--- src/rtl/vga_pkg.sv ---
// Shared VGA timing constants and small decode helpers.
package vga_pkg;

    localparam int unsigned CntW       = 10;
    localparam int unsigned FrameCntW  = 8;

    // 640x480 @ 60 Hz defaults, in pixels / lines.
    localparam int unsigned H_ACTIVE_DEF = 640;
    localparam int unsigned H_FP_DEF     = 16;
    localparam int unsigned H_SYNC_DEF   = 96;
    localparam int unsigned H_BP_DEF     = 48;
    localparam int unsigned V_ACTIVE_DEF = 480;
    localparam int unsigned V_FP_DEF     = 10;
    localparam int unsigned V_SYNC_DEF   = 2;
    localparam int unsigned V_BP_DEF     = 33;

    localparam int unsigned H_TOTAL = H_ACTIVE_DEF + H_FP_DEF + H_SYNC_DEF + H_BP_DEF;
    localparam int unsigned V_TOTAL = V_ACTIVE_DEF + V_FP_DEF + V_SYNC_DEF + V_BP_DEF;

    // True when val lies in [lo, lo+len), unsigned CntW-bit compare.
    function automatic logic in_window(logic [CntW-1:0] val, int unsigned lo, int unsigned len);
        logic [CntW-1:0] lo_v;
        logic [CntW-1:0] hi_v;
        lo_v = CntW'(lo);
        hi_v = CntW'(lo + len);
        return (val >= lo_v) && (val < hi_v);
    endfunction

endpackage

--- src/rtl/vga_timing_gen_if.sv ---
// Timing outputs of the VGA generator, bundled for the color/sprite consumers.
interface vga_timing_gen_if;
    import vga_pkg::*;

    logic                 pixel_clk;
    logic [CntW-1:0]      draw_x;
    logic [CntW-1:0]      draw_y;
    logic                 blank;
    logic                 hs;
    logic                 vs;
    logic                 hs_d;
    logic                 vs_d;
    logic                 sync;
    logic                 frame_tick;
    logic                 line_tick;
    logic [FrameCntW-1:0] frame_count;

    modport master (
        output pixel_clk, draw_x, draw_y, blank, hs, vs, hs_d, vs_d, sync,
               frame_tick, line_tick, frame_count
    );

    modport slave (
        input pixel_clk, draw_x, draw_y, blank, hs, vs, hs_d, vs_d, sync,
              frame_tick, line_tick, frame_count
    );

endinterface

--- src/rtl/sync_counter.sv ---
// Mod-N counter with enable, wrap flag and active/sync decode of its next value.
module sync_counter
    import vga_pkg::*;
#(
    parameter int unsigned Active     = H_ACTIVE_DEF,
    parameter int unsigned FrontPorch = H_FP_DEF,
    parameter int unsigned SyncWidth  = H_SYNC_DEF,
    parameter int unsigned BackPorch  = H_BP_DEF
) (
    input  logic            clk_i,
    input  logic            rst_i,
    input  logic            en_i,
    output logic [CntW-1:0] count_o,
    output logic            wrap_o,
    output logic            active_nxt_o,
    output logic            sync_nxt_o
);

    localparam int unsigned     Total   = Active + FrontPorch + SyncWidth + BackPorch;
    localparam logic [CntW-1:0] LastVal = CntW'(Total - 1);
    localparam logic [CntW-1:0] ActEnd  = CntW'(Active);

    logic [CntW-1:0] count_q, count_d;

    // Next count and decode; decode looks at the next value so registered
    // outputs line up with the count they describe.
    always_comb begin
        count_d = count_q;
        wrap_o  = en_i && (count_q == LastVal);
        if (en_i) begin
            count_d = wrap_o ? '0 : count_q + 1'b1;
        end
        active_nxt_o = (count_d < ActEnd);
        sync_nxt_o   = in_window(count_d, Active + FrontPorch, SyncWidth);
    end

    // Count register.
    always_ff @(posedge clk_i or posedge rst_i) begin
        if (rst_i) begin
            count_q <= '0;
        end else begin
            count_q <= count_d;
        end
    end

    assign count_o = count_q;

endmodule

--- src/rtl/vga_timing_gen.sv ---
// VGA raster timing: pixel enable, X/Y counters, blank/sync, ticks, frame count.
module vga_timing_gen
    import vga_pkg::*;
#(
    parameter int unsigned H_ACTIVE = H_ACTIVE_DEF,
    parameter int unsigned H_FP     = H_FP_DEF,
    parameter int unsigned H_SYNC   = H_SYNC_DEF,
    parameter int unsigned H_BP     = H_BP_DEF,
    parameter int unsigned V_ACTIVE = V_ACTIVE_DEF,
    parameter int unsigned V_FP     = V_FP_DEF,
    parameter int unsigned V_SYNC   = V_SYNC_DEF,
    parameter int unsigned V_BP     = V_BP_DEF
) (
    input  logic             clk_i,
    input  logic             rst_i,
    vga_timing_gen_if.master vga_o
);

    logic                 pixel_clk_q, pixel_clk_d;
    logic                 blank_q, blank_d;
    logic                 hs_q, hs_d;
    logic                 vs_q, vs_d;
    logic                 hs_dly_q, hs_dly_d;
    logic                 vs_dly_q, vs_dly_d;
    logic                 line_tick_q, line_tick_d;
    logic                 frame_tick_q, frame_tick_d;
    logic [FrameCntW-1:0] frame_count_q, frame_count_d;

    logic            step;
    logic [CntW-1:0] h_count, v_count;
    logic            h_wrap, v_wrap;
    logic            h_act_nxt, v_act_nxt;
    logic            h_sync_nxt, v_sync_nxt;

    // A pixel step is any edge where the pixel enable is already high.
    assign step = pixel_clk_q;

    sync_counter #(
        .Active     (H_ACTIVE),
        .FrontPorch (H_FP),
        .SyncWidth  (H_SYNC),
        .BackPorch  (H_BP)
    ) u_h_cnt (
        .clk_i        (clk_i),
        .rst_i        (rst_i),
        .en_i         (step),
        .count_o      (h_count),
        .wrap_o       (h_wrap),
        .active_nxt_o (h_act_nxt),
        .sync_nxt_o   (h_sync_nxt)
    );

    sync_counter #(
        .Active     (V_ACTIVE),
        .FrontPorch (V_FP),
        .SyncWidth  (V_SYNC),
        .BackPorch  (V_BP)
    ) u_v_cnt (
        .clk_i        (clk_i),
        .rst_i        (rst_i),
        .en_i         (h_wrap),
        .count_o      (v_count),
        .wrap_o       (v_wrap),
        .active_nxt_o (v_act_nxt),
        .sync_nxt_o   (v_sync_nxt)
    );

    // Next-state for outputs. blank/hs/vs only move on pixel steps, which keeps
    // blank low after reset until the first step.
    always_comb begin
        pixel_clk_d = ~pixel_clk_q;
        blank_d     = blank_q;
        hs_d        = hs_q;
        vs_d        = vs_q;
        hs_dly_d    = hs_dly_q;
        vs_dly_d    = vs_dly_q;
        if (step) begin
            blank_d  = h_act_nxt & v_act_nxt;
            hs_d     = ~h_sync_nxt;
            vs_d     = ~v_sync_nxt;
            hs_dly_d = hs_q;
            vs_dly_d = vs_q;
        end
        // h_wrap already implies a pixel step.
        line_tick_d   = h_wrap;
        frame_tick_d  = h_wrap & v_wrap;
        frame_count_d = frame_count_q + {{(FrameCntW-1){1'b0}}, frame_tick_d};
    end

    // Output and pixel-enable registers.
    always_ff @(posedge clk_i or posedge rst_i) begin
        if (rst_i) begin
            pixel_clk_q   <= 1'b0;
            blank_q       <= 1'b0;
            hs_q          <= 1'b1;
            vs_q          <= 1'b1;
            hs_dly_q      <= 1'b1;
            vs_dly_q      <= 1'b1;
            line_tick_q   <= 1'b0;
            frame_tick_q  <= 1'b0;
            frame_count_q <= '0;
        end else begin
            pixel_clk_q   <= pixel_clk_d;
            blank_q       <= blank_d;
            hs_q          <= hs_d;
            vs_q          <= vs_d;
            hs_dly_q      <= hs_dly_d;
            vs_dly_q      <= vs_dly_d;
            line_tick_q   <= line_tick_d;
            frame_tick_q  <= frame_tick_d;
            frame_count_q <= frame_count_d;
        end
    end

    assign vga_o.pixel_clk   = pixel_clk_q;
    assign vga_o.draw_x      = h_count;
    assign vga_o.draw_y      = v_count;
    assign vga_o.blank       = blank_q;
    assign vga_o.hs          = hs_q;
    assign vga_o.vs          = vs_q;
    assign vga_o.hs_d        = hs_dly_q;
    assign vga_o.vs_d        = vs_dly_q;
    assign vga_o.sync        = 1'b0;
    assign vga_o.frame_tick  = frame_tick_q;
    assign vga_o.line_tick   = line_tick_q;
    assign vga_o.frame_count = frame_count_q;

endmodule

--- src/flat_wrapper.sv ---
// flat-port wrapper written by rule: the top's interface ports become plain ports
module vga_timing_gen_flat import vga_pkg::*;
#(
    parameter int unsigned H_ACTIVE = H_ACTIVE_DEF,
    parameter int unsigned H_FP     = H_FP_DEF,
    parameter int unsigned H_SYNC   = H_SYNC_DEF,
    parameter int unsigned H_BP     = H_BP_DEF,
    parameter int unsigned V_ACTIVE = V_ACTIVE_DEF,
    parameter int unsigned V_FP     = V_FP_DEF,
    parameter int unsigned V_SYNC   = V_SYNC_DEF,
    parameter int unsigned V_BP     = V_BP_DEF
)
  (clk_i, rst_i, vga_o_pixel_clk, vga_o_draw_x, vga_o_draw_y, vga_o_blank, vga_o_hs, vga_o_vs, vga_o_hs_d, vga_o_vs_d, vga_o_sync, vga_o_frame_tick, vga_o_line_tick, vga_o_frame_count);
  vga_timing_gen_if vga_o_i ();
  input  logic clk_i;
  input  logic rst_i;
  output wire logic [$bits(vga_o_i.pixel_clk)-1:0] vga_o_pixel_clk;
  output wire logic [$bits(vga_o_i.draw_x)-1:0] vga_o_draw_x;
  output wire logic [$bits(vga_o_i.draw_y)-1:0] vga_o_draw_y;
  output wire logic [$bits(vga_o_i.blank)-1:0] vga_o_blank;
  output wire logic [$bits(vga_o_i.hs)-1:0] vga_o_hs;
  output wire logic [$bits(vga_o_i.vs)-1:0] vga_o_vs;
  output wire logic [$bits(vga_o_i.hs_d)-1:0] vga_o_hs_d;
  output wire logic [$bits(vga_o_i.vs_d)-1:0] vga_o_vs_d;
  output wire logic [$bits(vga_o_i.sync)-1:0] vga_o_sync;
  output wire logic [$bits(vga_o_i.frame_tick)-1:0] vga_o_frame_tick;
  output wire logic [$bits(vga_o_i.line_tick)-1:0] vga_o_line_tick;
  output wire logic [$bits(vga_o_i.frame_count)-1:0] vga_o_frame_count;
  assign vga_o_pixel_clk = vga_o_i.pixel_clk;
  assign vga_o_draw_x = vga_o_i.draw_x;
  assign vga_o_draw_y = vga_o_i.draw_y;
  assign vga_o_blank = vga_o_i.blank;
  assign vga_o_hs = vga_o_i.hs;
  assign vga_o_vs = vga_o_i.vs;
  assign vga_o_hs_d = vga_o_i.hs_d;
  assign vga_o_vs_d = vga_o_i.vs_d;
  assign vga_o_sync = vga_o_i.sync;
  assign vga_o_frame_tick = vga_o_i.frame_tick;
  assign vga_o_line_tick = vga_o_i.line_tick;
  assign vga_o_frame_count = vga_o_i.frame_count;
  vga_timing_gen #(.H_ACTIVE(H_ACTIVE), .H_FP(H_FP), .H_SYNC(H_SYNC), .H_BP(H_BP), .V_ACTIVE(V_ACTIVE), .V_FP(V_FP), .V_SYNC(V_SYNC), .V_BP(V_BP)) u_core (.clk_i(clk_i), .rst_i(rst_i), .vga_o(vga_o_i));
endmodule
--- config.mk ---
export PLATFORM = sky130hd
export DESIGN_NAME = vga_timing_gen_flat
export DESIGN_NICKNAME = d
export VERILOG_FILES = /design/src/rtl/vga_pkg.sv /design/src/rtl/vga_timing_gen_if.sv /design/src/rtl/sync_counter.sv /design/src/rtl/vga_timing_gen.sv /design/src/flat_wrapper.sv
export SDC_FILE = /design/constraint.sdc
export NUM_CORES = 1
export LEC_CHECK = 0
export CORE_MARGIN = 8
export CORE_UTILIZATION = 50
export CTS_CLUSTER_DIAMETER = 40
export DETAILED_ROUTE_END_ITERATION = 7
export GPL_TIMING_DRIVEN = 1
export HOLD_SLACK_MARGIN = 0.12
export PLACE_DENSITY_LB_ADDON = 0.1
export SYNTH_ARGS = -nofsm -noshare
export SYNTH_HDL_FRONTEND = slang
export SYNTH_SLANG_ARGS = --single-unit
--- constraint.sdc ---
create_clock -name clk_i -period 3.38 [get_ports clk_i]
set_clock_uncertainty 0.05 [all_clocks]
set_input_delay 0.676 -clock clk_i [delete_from_list [all_inputs] [get_ports clk_i]]
set_output_delay 0.676 -clock clk_i [all_outputs]
set_load 0.01 [all_outputs]
### Word-level counts from Yosys, hierarchy flattened

Cells that the tools add are included.

| cells by class | value |
|---|---|
| reductions and logical operators | 4 |
| $lt $le $gt $ge | 6 |
| add/subtract/negate cells | 3 |
| bitwise operators | 5 |
| equality and inequality tests | 2 |
| mux-type cells | 4 |

Operators by type and width:

| cell | count |
|---|---|
| $mux W10 | 4 |
| $add A10 B1 Y10 const B | 2 |
| $eq A10 B10 Y1 const B | 2 |
| $lt A10 B10 Y1 const B | 2 |
| $lt A10 B9 Y1 const B | 2 |
| $ge A10 B10 Y1 const B | 1 |
| $ge A10 B9 Y1 const B | 1 |
| $add A8 B1 Y8 | 1 |
| $logic_and A1 B1 Y1 | 4 |
| $not A1 Y1 | 3 |
| $and A1 B1 Y1 | 2 |

| storage, ports and cells | value |
|---|---|
| output and inout bits | 37 |
| input bits | 2 |
| logic and storage cells | 35 |
| bits in registers | 36 |

### Depth between registers and ports, before layout

Gate-level depths: netlist of run 1.

| depth | value |
|---|---|
| depth after elaboration | 8 |
| mapped depth | 13 |

### By module

Synthesis of run 1 repeated with hierarchy kept, for this count alone.

| second synthesis, totals | value |
|---|---|
| cells, all modules | 192 |
| area total of the unflattened synthesis | 1990.7 µm² |

Modules (own cells, without submodules):

| module | area each (µm²) | cells each | times used |
|---|---|---|---|
| sync_counter (u_core.u_v_cnt) | 732.0 | 81 | 1 |
| sync_counter (u_core.u_h_cnt) | 649.4 | 65 | 1 |
| vga_timing_gen | 609.3 | 46 | 1 |

### Worst setup path after synthesis of run 1

OpenSTA, ideal clock, no wires.

| path | value |
|---|---|
| path kind | reg2reg |
| start | register u_core.u_h_cnt.count_q[5] (netlist: u_core.u_h_cnt.count_o[5]) |
| end | register u_core.frame_count_q[6] (netlist: u_core.vga_o.frame_count[6]) |
| stages on the path, launching flop included | 13 |
| clock period less this slack | 2543 ps |
| path buffers | 3 |
| path slack | 837 ps |
| data arrival time | 2368 ps |
| cells stage by stage | dfrtp_1 -> clkbuf_1 -> nor3_4 -> nand2_4 -> inv_2 -> buf_4 -> clkbuf_1 -> and2_1 -> ha_1 -> ha_1 -> and3_1 -> nand3_1 -> xnor2_1 |

| between the ends | value |
|---|---|
| cells in the longest elaborated chain, start to end | 5 |

RTL lines:

| item | line | RTL |
|---|---|---|
| start: declaration | sync_counter.sv:23 | `logic [CntW-1:0] count_q, count_d;` |
| start signal: assignment | sync_counter.sv:42 | `count_q <= count_d;` |
| $eq A10 B10 Y1 (*) | sync_counter.sv:29 | `wrap_o = en_i && (count_q == LastVal);` |
| $logic_and A1 B1 Y1 (*) | sync_counter.sv:29 |  |
| net u_core.h_wrap | vga_timing_gen.sv:31 | `logic h_wrap, v_wrap;` |
| $logic_and A1 B1 Y1 | sync_counter.sv:29 |  |
| $and A1 B1 Y1 (*) | vga_timing_gen.sv:86 | `frame_tick_d = h_wrap & v_wrap;` |
| net u_core.frame_tick_d | vga_timing_gen.sv:26 | `logic frame_tick_q, frame_tick_d;` |
| $add A8 B1 Y8 (*) | vga_timing_gen.sv:87 | `frame_count_d = frame_count_q + {{(FrameCntW-1){1'b0}}, frame_tick_d};` |
| net u_core.frame_count_d[6] | vga_timing_gen.sv:27 | `logic [FrameCntW-1:0] frame_count_q, frame_count_d;` |
| end signal: assignment | vga_timing_gen.sv:111 | `frame_count_q <= frame_count_d;` |
| end: declaration | vga_timing_gen.sv:27 |  |

The timed path passes the listed nets; every way through them passes the cells marked *.
A chain may end at the register's enable or synchronous reset.

### Final worst setup path of run 1

| path | value |
|---|---|
| start | register u_core.pixel_clk_q (netlist: u_core.vga_o.pixel_clk) |
| end | register u_core.frame_count_q[6] (netlist: u_core.vga_o.frame_count[6]) |

| between the ends | value |
|---|---|
| cells in the longest elaborated chain, start to end | 4 |

RTL lines:

| item | line | RTL |
|---|---|---|
| start: declaration | vga_timing_gen.sv:19 | `logic pixel_clk_q, pixel_clk_d;` |
| start signal: assignment | vga_timing_gen.sv:103 | `pixel_clk_q <= pixel_clk_d;` |
| $logic_and A1 B1 Y1 (*) | sync_counter.sv:29 |  |
| $logic_and A1 B1 Y1 | sync_counter.sv:29 |  |
| $and A1 B1 Y1 (*) | vga_timing_gen.sv:86 |  |
| net u_core.frame_tick_d | vga_timing_gen.sv:26 |  |
| $add A8 B1 Y8 (*) | vga_timing_gen.sv:87 |  |
| net u_core.frame_count_d[6] | vga_timing_gen.sv:27 |  |

Marks and branches as above.

==> results of run 1 <==
-- routing by layer --
| layer | routed length [um] | track usage |
|---|---|---|
| met5 | 0 | 0 |
| met4 | 53 | 0.0462 |
| met3 | 248 | 0.0606 |
| met2 | 1830 | 0.218 |
| met1 | 1680 | 0.149 |
-- synthesized netlist by cell type, types with 2 or more instances --
library cell,count,area share
dfrtp_1,32,0.43
nand2_1,17,0.035
xnor2_1,11,0.052
nand3_1,7,0.019
nand4_1,7,0.024
nor2_1,7,0.014
xor2_1,7,0.033
a31oi_1,6,0.020
inv_1,6,0.012
ha_1,5,0.034
o21ai_0,5,0.014
o21ai_1,5,0.014
and3_1,4,0.014
buf_4,4,0.016
dfstp_2,4,0.057
a21oi_1,3,0.0081
and4_1,3,0.014
clkbuf_1,3,0.0061
mux2_2,2,0.012
nand2b_1,2,0.0068
nand4b_1,2,0.0095
-- metrics by stage --
step | worst slack, ns | instance area (sq um) | power [W] | util
floorplan | 0.837 | 1850 | 0.000447 | -
CTS | 0.827 | 2310 | 0.000764 | 0.642
global route | 0.647 | 2310 | 0.000783 | 0.642
detailed placement | 0.830 | 2220 | 0.000450 | 0.616
finish | 0.839 | 2310 | 0.000748 | 0.642
global placement | 0.920 | 2220 | 0.000450 | 0.616
-- cell families after synthesis --
| logic type | share of synthesized area |
|---|---|
| and+or+nand+nor | 0.211 |
| other | 0.00203 |
| AOI/OAI and AO/OA | 0.110 |
| xor gates and xnor gates | 0.0852 |
| buffers and inverters | 0.0501 |
| adders and majority gates | 0.0338 |
| DFF | 0.490 |
| muxes | 0.0176 |
-- final cells by class --
type / count / area share
sequential: 36 / 0.391
multi-input combinational: 120 / 0.368
clock buffer: 7 / 0.0373
timing repair buffer: 38 / 0.163
clock inverter: 1 / 0.00324
tap: 48 / 0.0259
inverter: 7 / 0.0114
-- power by group --
part,total (W),switching (W),internal [W],leakage [nW]
combinational,0.0000104,0.00000851,0.00000185,0.492
clock,0.000307,0.000142,0.000165,0.0445
sequential,0.000431,0,0.000431,0.470
-- worst paths after layout --
check	start	to	slack [ns]
setup / recovery	u_core.vga_o.pixel_clk	u_core.vga_o.frame_count[6]	0.84
min in group asynchronous	rst_i	u_core.vga_o.frame_count[5]	0.74
hold / removal	u_core.vga_o.frame_count[7]	u_core.vga_o.frame_count[7]	0.42
hold reg to reg	u_core.vga_o.frame_count[7]	u_core.vga_o.frame_count[7]	0.42
max in group asynchronous	rst_i	u_core.vga_o.hs	2.20
setup reg to reg	u_core.vga_o.pixel_clk	u_core.vga_o.frame_count[6]	0.84
-- state kept, by name (all words and copies together), names as in the netlist --
signal	count
u_core.u_h_cnt.count_o	10
u_core.vga_o.hs_d	1
u_core.vga_o.frame_tick	1
u_core.vga_o.pixel_clk	1
u_core.vga_o.line_tick	1
u_core.vga_o.frame_count	8
u_core.vga_o.vs_d	1
u_core.vga_o.hs	1
u_core.vga_o.vs	1
u_core.vga_o.blank	1
u_core.u_v_cnt.count_o	10
-- worst register-to-register path, cell delays in order (launching register included) --
cell,delay (ns)
dfrtp_1,0.59
nand2_1,0.19
nor2_4,0.25
nand2_4,0.10
inv_2,0.26
and2_1,0.20
ha_1,0.18
ha_1,0.18
and3_1,0.20
nand3_1,0.10
xnor2_1,0.14
==> metrics.md, run 1 <==
| Metric | Value |
|---|---|
| Outcome | finished, final reports clean |
| Pleak | 1.01 nW |
| Synthesized cell area | 1850 sq um |
| Die Ht | 76.8 um |
| Area occupied by multi-input gates | 851 sq um |
| Number of port buffers | 37 |
| Via count | 1,418 |
| Most used DFF post-synth | dfrtp_1 |
| Postcts setup bufs | 0 |
| Total Routed Length | 3.80 mm |
| FMAX | 0.394 GHz |
| DR vias/cell | 5.52 |
| CP max stage cell | dfrtp_1 |
| Critical Path RT | 3.50 ns |
| Largest net degree at the start of global routing | 37 |
| Cell variety after synth | 51 |
| Setup tns final | 0 ns |
| GR Util All Layers | 0.133 |
| Placeable Area | 3610 sq um |
| Synth Instances | 172 |
| First-pass GRT wire length | 6.56 mm |
| Critical path type | register to register |
| NumNets Final | 215 |
| Setup Viol. Count Final | 0 |
| Async set-reset flop share out of synthesis | 1.00 |
| Final period util | 0.752 |
| Layout cells sized above 1 | 0.110 |
| Post_cts resized | 0 |
| FF/Latch Area | 906 sq um |
| Synth warnings | 0 |
| Post-synth net total | 179 |
| Crit path buf inv count | 1 |
| CP delay by family, top | simple AND/OR/NAND/NOR gates |
| Total grt overflow | 0 |
| H-tree Lvls | 2 |
| Most frequent cells in the layout | clkdlybuf4s50_1, dfrtp_1, nand2_1, xnor2_1 |
| Hold path depth | 1 |
| Peak supply drop | 0.174 mV |
| Number of enable flip-flop cells after synthesis | 0 |
| Initial antenna violation count | 0 |
| Gpl congestion | 0.871 |
| Crit path DAT | 2.66 ns |
| Die area | 5900 sq um |
| Clk root buf | clkbuf_8 |
| Max Transition Viols Final | 0 |
| Antenna Nets Post-Route | 0 |
| Register area share after synthesis | 0.490 |
| Clock transition at the registers of the reported paths | 0.07 ns |
| DRC violation count after routing | 0 |
| Area Overhead vs Synth | 25.2% |
| Drt first-iter violations | 92 |
| Initial Util | 0.513 |
| Filler cell count | 299 |
| Die X | 76.8 um |
| Most common cell after layout, fill and taps aside | clkdlybuf4s50_1 |
| Worst hold margin | 0.419 ns |
| Hpwl dp | 2.80 mm |
| Crit-path cells | nand2_1 -> nor2_4 -> nand2_4 -> inv_2 -> and2_1 -> ha_1 -> ha_1 -> and3_1 -> nand3_1 -> xnor2_1 |
| Number of inserted diodes | 0 |
| Placed insts | 249 |
| Final hold vios | 0 |
| TritonCTS clock tree | built |
| Max-Cap Viols | 0 |
| 1st-pass router iterations | 4 |
| CP peak stage delay | 0.59 ns |
| Number of clock sinks | 36 |
| R2R cell count | 10 |
| CP endpoint kind | register |
| Max clock buf depth | 2 |
| RSZ-0062 raised after global routing | no |
| Drt wl/cell | 14.8 um |
| Final non-filler cell total | 257 |
| Syn_area_per_cell | 10.8 sq um |
| Minimum clock period | 2.54 ns |
| Pwr/cell area | 323 nW/um^2 |
| Worst-skew pair later-pin latency | 0.28 ns |
| Crit-path most repeated cell | ha_1 |
| Cts bufs inserted | 5 |
| Flops & latches, synth | 36 |
| FP Rows | 22 |
| WP depth | 10 |
| Top Ports | 39 |
| Hold WC Path Type | register to register |
| Maximum fanout along the worst path | 20 |
| Setup crit start kind | register |
| # hold bufs at CTS | 0 |
| Number of global-route vias before repair | 1,381 |
Power figures use the tool's default switching activity.
==> inputs of run 2 (changes only) <==
--- a/config.mk
+++ b/config.mk
@@ -6,7 +6,7 @@
 export NUM_CORES = 1
 export LEC_CHECK = 0
 export CORE_MARGIN = 8
-export CORE_UTILIZATION = 50
+export CORE_UTILIZATION = 45
 export CTS_CLUSTER_DIAMETER = 40
 export DETAILED_ROUTE_END_ITERATION = 7
 export GPL_TIMING_DRIVEN = 1
==> constraint.sdc (replaced) <==
create_clock -name clk_i -period 2.25 [get_ports clk_i]
set_clock_uncertainty 0.05 [all_clocks]
set_input_delay 0.45 -clock clk_i [delete_from_list [all_inputs] [get_ports clk_i]]
set_output_delay 0.45 -clock clk_i [all_outputs]
set_load 0.01 [all_outputs]
==> run 2 against run 1 <==
Clock power is 52% higher. Final cell count increased by 8.6%. Worst hold slack improved by 0.0049 ns. Worst setup slack worse by 0.74 ns. Clock-buffer cell count down 1. Via count is 5.6% higher. Non-clock buffer count increased by 20. Global-route usage up 0.99 points. Sequential share of layout area fell by 3.0 points. Final area increased by 8.2%. Flip-flop and latch count stayed put. Wire length increased by 14%.
==> metrics.md, run 2 (same netlist as run 1, synthesis figures left out) <==
| Metric | Value |
|---|---|
| Worst-skew pair later-pin latency | 0.28 ns (about the same) |
| Placeable Area | 3970 sq um (+10%) |
| DR vias/cell | 5.37 (-2.8%) |
| Largest net degree at the start of global routing | 15 (-59%) |
| WL met1 | 1.80 mm (+7.4%) |
| Crit path buf inv count | 0 (-1) |
| Number of port buffers | 37 (unchanged) |
| Critical path type | register to register |
| Met2 wire len | 2.10 mm (+15%) |
| Sequential share of power | 0.572 (-0.004) |
| Die area | 6420 sq um (+8.7%) |
| Cts bufs inserted | 5 (unchanged) |
| Internal power | 0.000895 W (+50%) |
| FP Rows | 23 (+4.5%) |
| Area Overhead vs Synth | 35.4% |
| # hold bufs at CTS | 0 (unchanged) |
| Max Transition Viols Final | 0 (unchanged) |
| Hold WC Path Type | primary input to async pin |
| Crit-path most repeated cell | ha_4 |
| Placed insts | 269 (+8.0%) |
| WL met3 | 352 um (+42%) |
| Crit-path cells | or4_4 -> nor4_4 -> and2_4 -> ha_4 -> ha_4 -> and3_4 -> nand3_2 -> xnor2_1 |
| Post_cts resized | 0 (unchanged) |
| WP depth | 8 (-2) |
| NumNets Final | 235 (+9.3%) |
| Die Ht | 80.1 um (+4.3%) |
| TritonCTS clock tree | built |
| Initial Util | 0.466 (-0.0472) |
| Hpwl dp | 3.33 mm (+19%) |
| Pleak | 1.11 nW (+10%) |
| Pwr/cell area | 452 nW/um^2 (+40%) |
| Number of inserted diodes | 0 (unchanged) |
| CP max stage cell | or4_4 |
| First-pass GRT wire length | 7.19 mm (+9.6%) |
| DRC violation count after routing | 0 (unchanged) |
| Number of global-route vias before repair | 1,486 (+7.6%) |
| RSZ-0062 raised after global routing | no |
| H-tree Lvls | 2 (unchanged) |
| Postcts setup bufs | 0 (unchanged) |
| 1st-pass router iterations | 4 (unchanged) |
| P_sw | 0.000236 W (+57%) |
| Setup Viol. Count Final | 0 (unchanged) |
| Initial antenna violation count | 0 (unchanged) |
| CP peak stage delay | 0.57 ns (-0.02 ns) |
| CP delay by family, top | simple AND/OR/NAND/NOR gates |
| GR Util All Layers | 0.143 (+0.00991) |
| Drt first-iter violations | 90 (-2.2%) |
| Max clock buf depth | 2 (unchanged) |
| Final hold vios | 0 (unchanged) |
| Sw frac | 0.209 (+0.00811) |
| Filler cell count | 325 (+8.7%) |
| Max-Cap Viols | 0 (unchanged) |
| Antenna Nets Post-Route | 0 (unchanged) |
| Most frequent cells in the layout | clkdlybuf4s50_1, dfrtp_1, buf_4, nand2_1, xnor2_1 |
| Total grt overflow | 0 (unchanged) |
| Combinational fraction of design power | 0.015 (about the same) |
| Setup crit start kind | register |
| Final period util | 0.955 (+0.203) |
| Clock group share of total power | 0.412 (+0.002) |
| Via count | 1,497 (+5.6%) |
| FMAX | 0.465 GHz (+18%) |
| Die X | 80.1 um (+4.3%) |
| Drt wl/cell | 15.5 um (+4.8%) |
| Total Routed Length | 4.33 mm (+14%) |
| Number of clock sinks | 36 (unchanged) |
| Clk root buf | clkbuf_8 |
| Final non-filler cell total | 279 (+8.6%) |
| Minimum clock period | 2.15 ns (-0.392 ns) |
| Top Ports | 39 (unchanged) |
| Gpl congestion | 0.814 (-6.6%) |
| Clock transition at the registers of the reported paths | 0.07 ns (about the same) |
| Crit path DAT | 2.27 ns (-0.39 ns) |
| Worst hold margin | 0.424 ns (+0.00492 ns) |
| Peak supply drop | 0.279 mV (+60%) |
| Top Metal Used | met4 |
| Outcome | finished, final reports clean |
| Maximum fanout along the worst path | 3 (-85%) |
| CP endpoint kind | register |
| Most common cell after layout, fill and taps aside | clkdlybuf4s50_1 |
| Critical Path RT | 2.37 ns (-1.13 ns) |
| Layout cells sized above 1 | 0.214 (+0.104) |
| R2R cell count | 8 (-2) |
==> run 2: changes by cell type in the layout (fill, tap and decap cells not counted), sizes merged <==
cell / delta
buf: +20
clkinv: +2
clkbuf: -1
clkinvlp: -1
==> run 2: final cells by class <==
| cell class | count | area [sq um] | share of cell area |
|---|---|---|---|
| Multi-Input combinational cell | 120 | 888 | 0.355 |
| Tap cell | 50 | 62.6 | 0.0250 |
| Sequential cell | 36 | 906 | 0.362 |
| Timing Repair Buffer | 58 | 528 | 0.211 |
| Inverter | 7 | 26.3 | 0.0105 |
| Clock inverter | 2 | 10.0 | 0.00400 |
| Clock buffer | 6 | 82.6 | 0.0330 |
==> run 2: metal layers <==
metal  global-route usage  vias to the layer above
met2                0.229                       50
met1                0.169                      719
met5                    0                        -
met3               0.0558                        7
li1                     -                      721
met4               0.0545                        0
==> run 2: power by group through the flow <==
stage / Clock (W) / Sequential [W] / Combinational (W)
after global placement: 0 / 0.000659 / 0.0000178
after global routing: 0.000509 / 0.000647 / 0.0000211
after CTS: 0.000486 / 0.000647 / 0.0000186
after detailed placement: 0 / 0.000659 / 0.0000186
final: 0.000467 / 0.000647 / 0.0000174
after floorplan: 0 / 0.000659 / 0.0000115
==> run 2: path summary, 6_finish.rpt <==
path	from	endpoint	slack, ns
setup / recovery	u_core.u_v_cnt.count_o[7]	u_core.vga_o.frame_count[6]	0.10
hold / removal	rst_i	u_core.u_h_cnt.count_o[5]	0.42
setup reg to reg	u_core.u_v_cnt.count_o[7]	u_core.vga_o.frame_count[6]	0.10
hold reg to reg	u_core.vga_o.frame_count[7]	u_core.vga_o.frame_count[7]	0.43
max in group asynchronous	rst_i	u_core.vga_o.vs_d	1.11
min in group clk_i	u_core.vga_o.frame_count[7]	u_core.vga_o.frame_count[7]	0.43
==> run 2: stage by stage <==
step	power, W	util	setup TNS [ns]	worst slack, ns	instance area [sq um]
final	0.00113	0.630	0	0.101	2500
after global routing	0.00118	0.630	0	0.0146	2500
after CTS	0.00115	0.627	0	0.0786	2490
after detailed placement	0.000678	0.603	0	0.0923	2400
after global placement	0.000677	0.603	0	0.150	2400
after floorplan	0.000671	-	-0.0627	-0.0627	1900
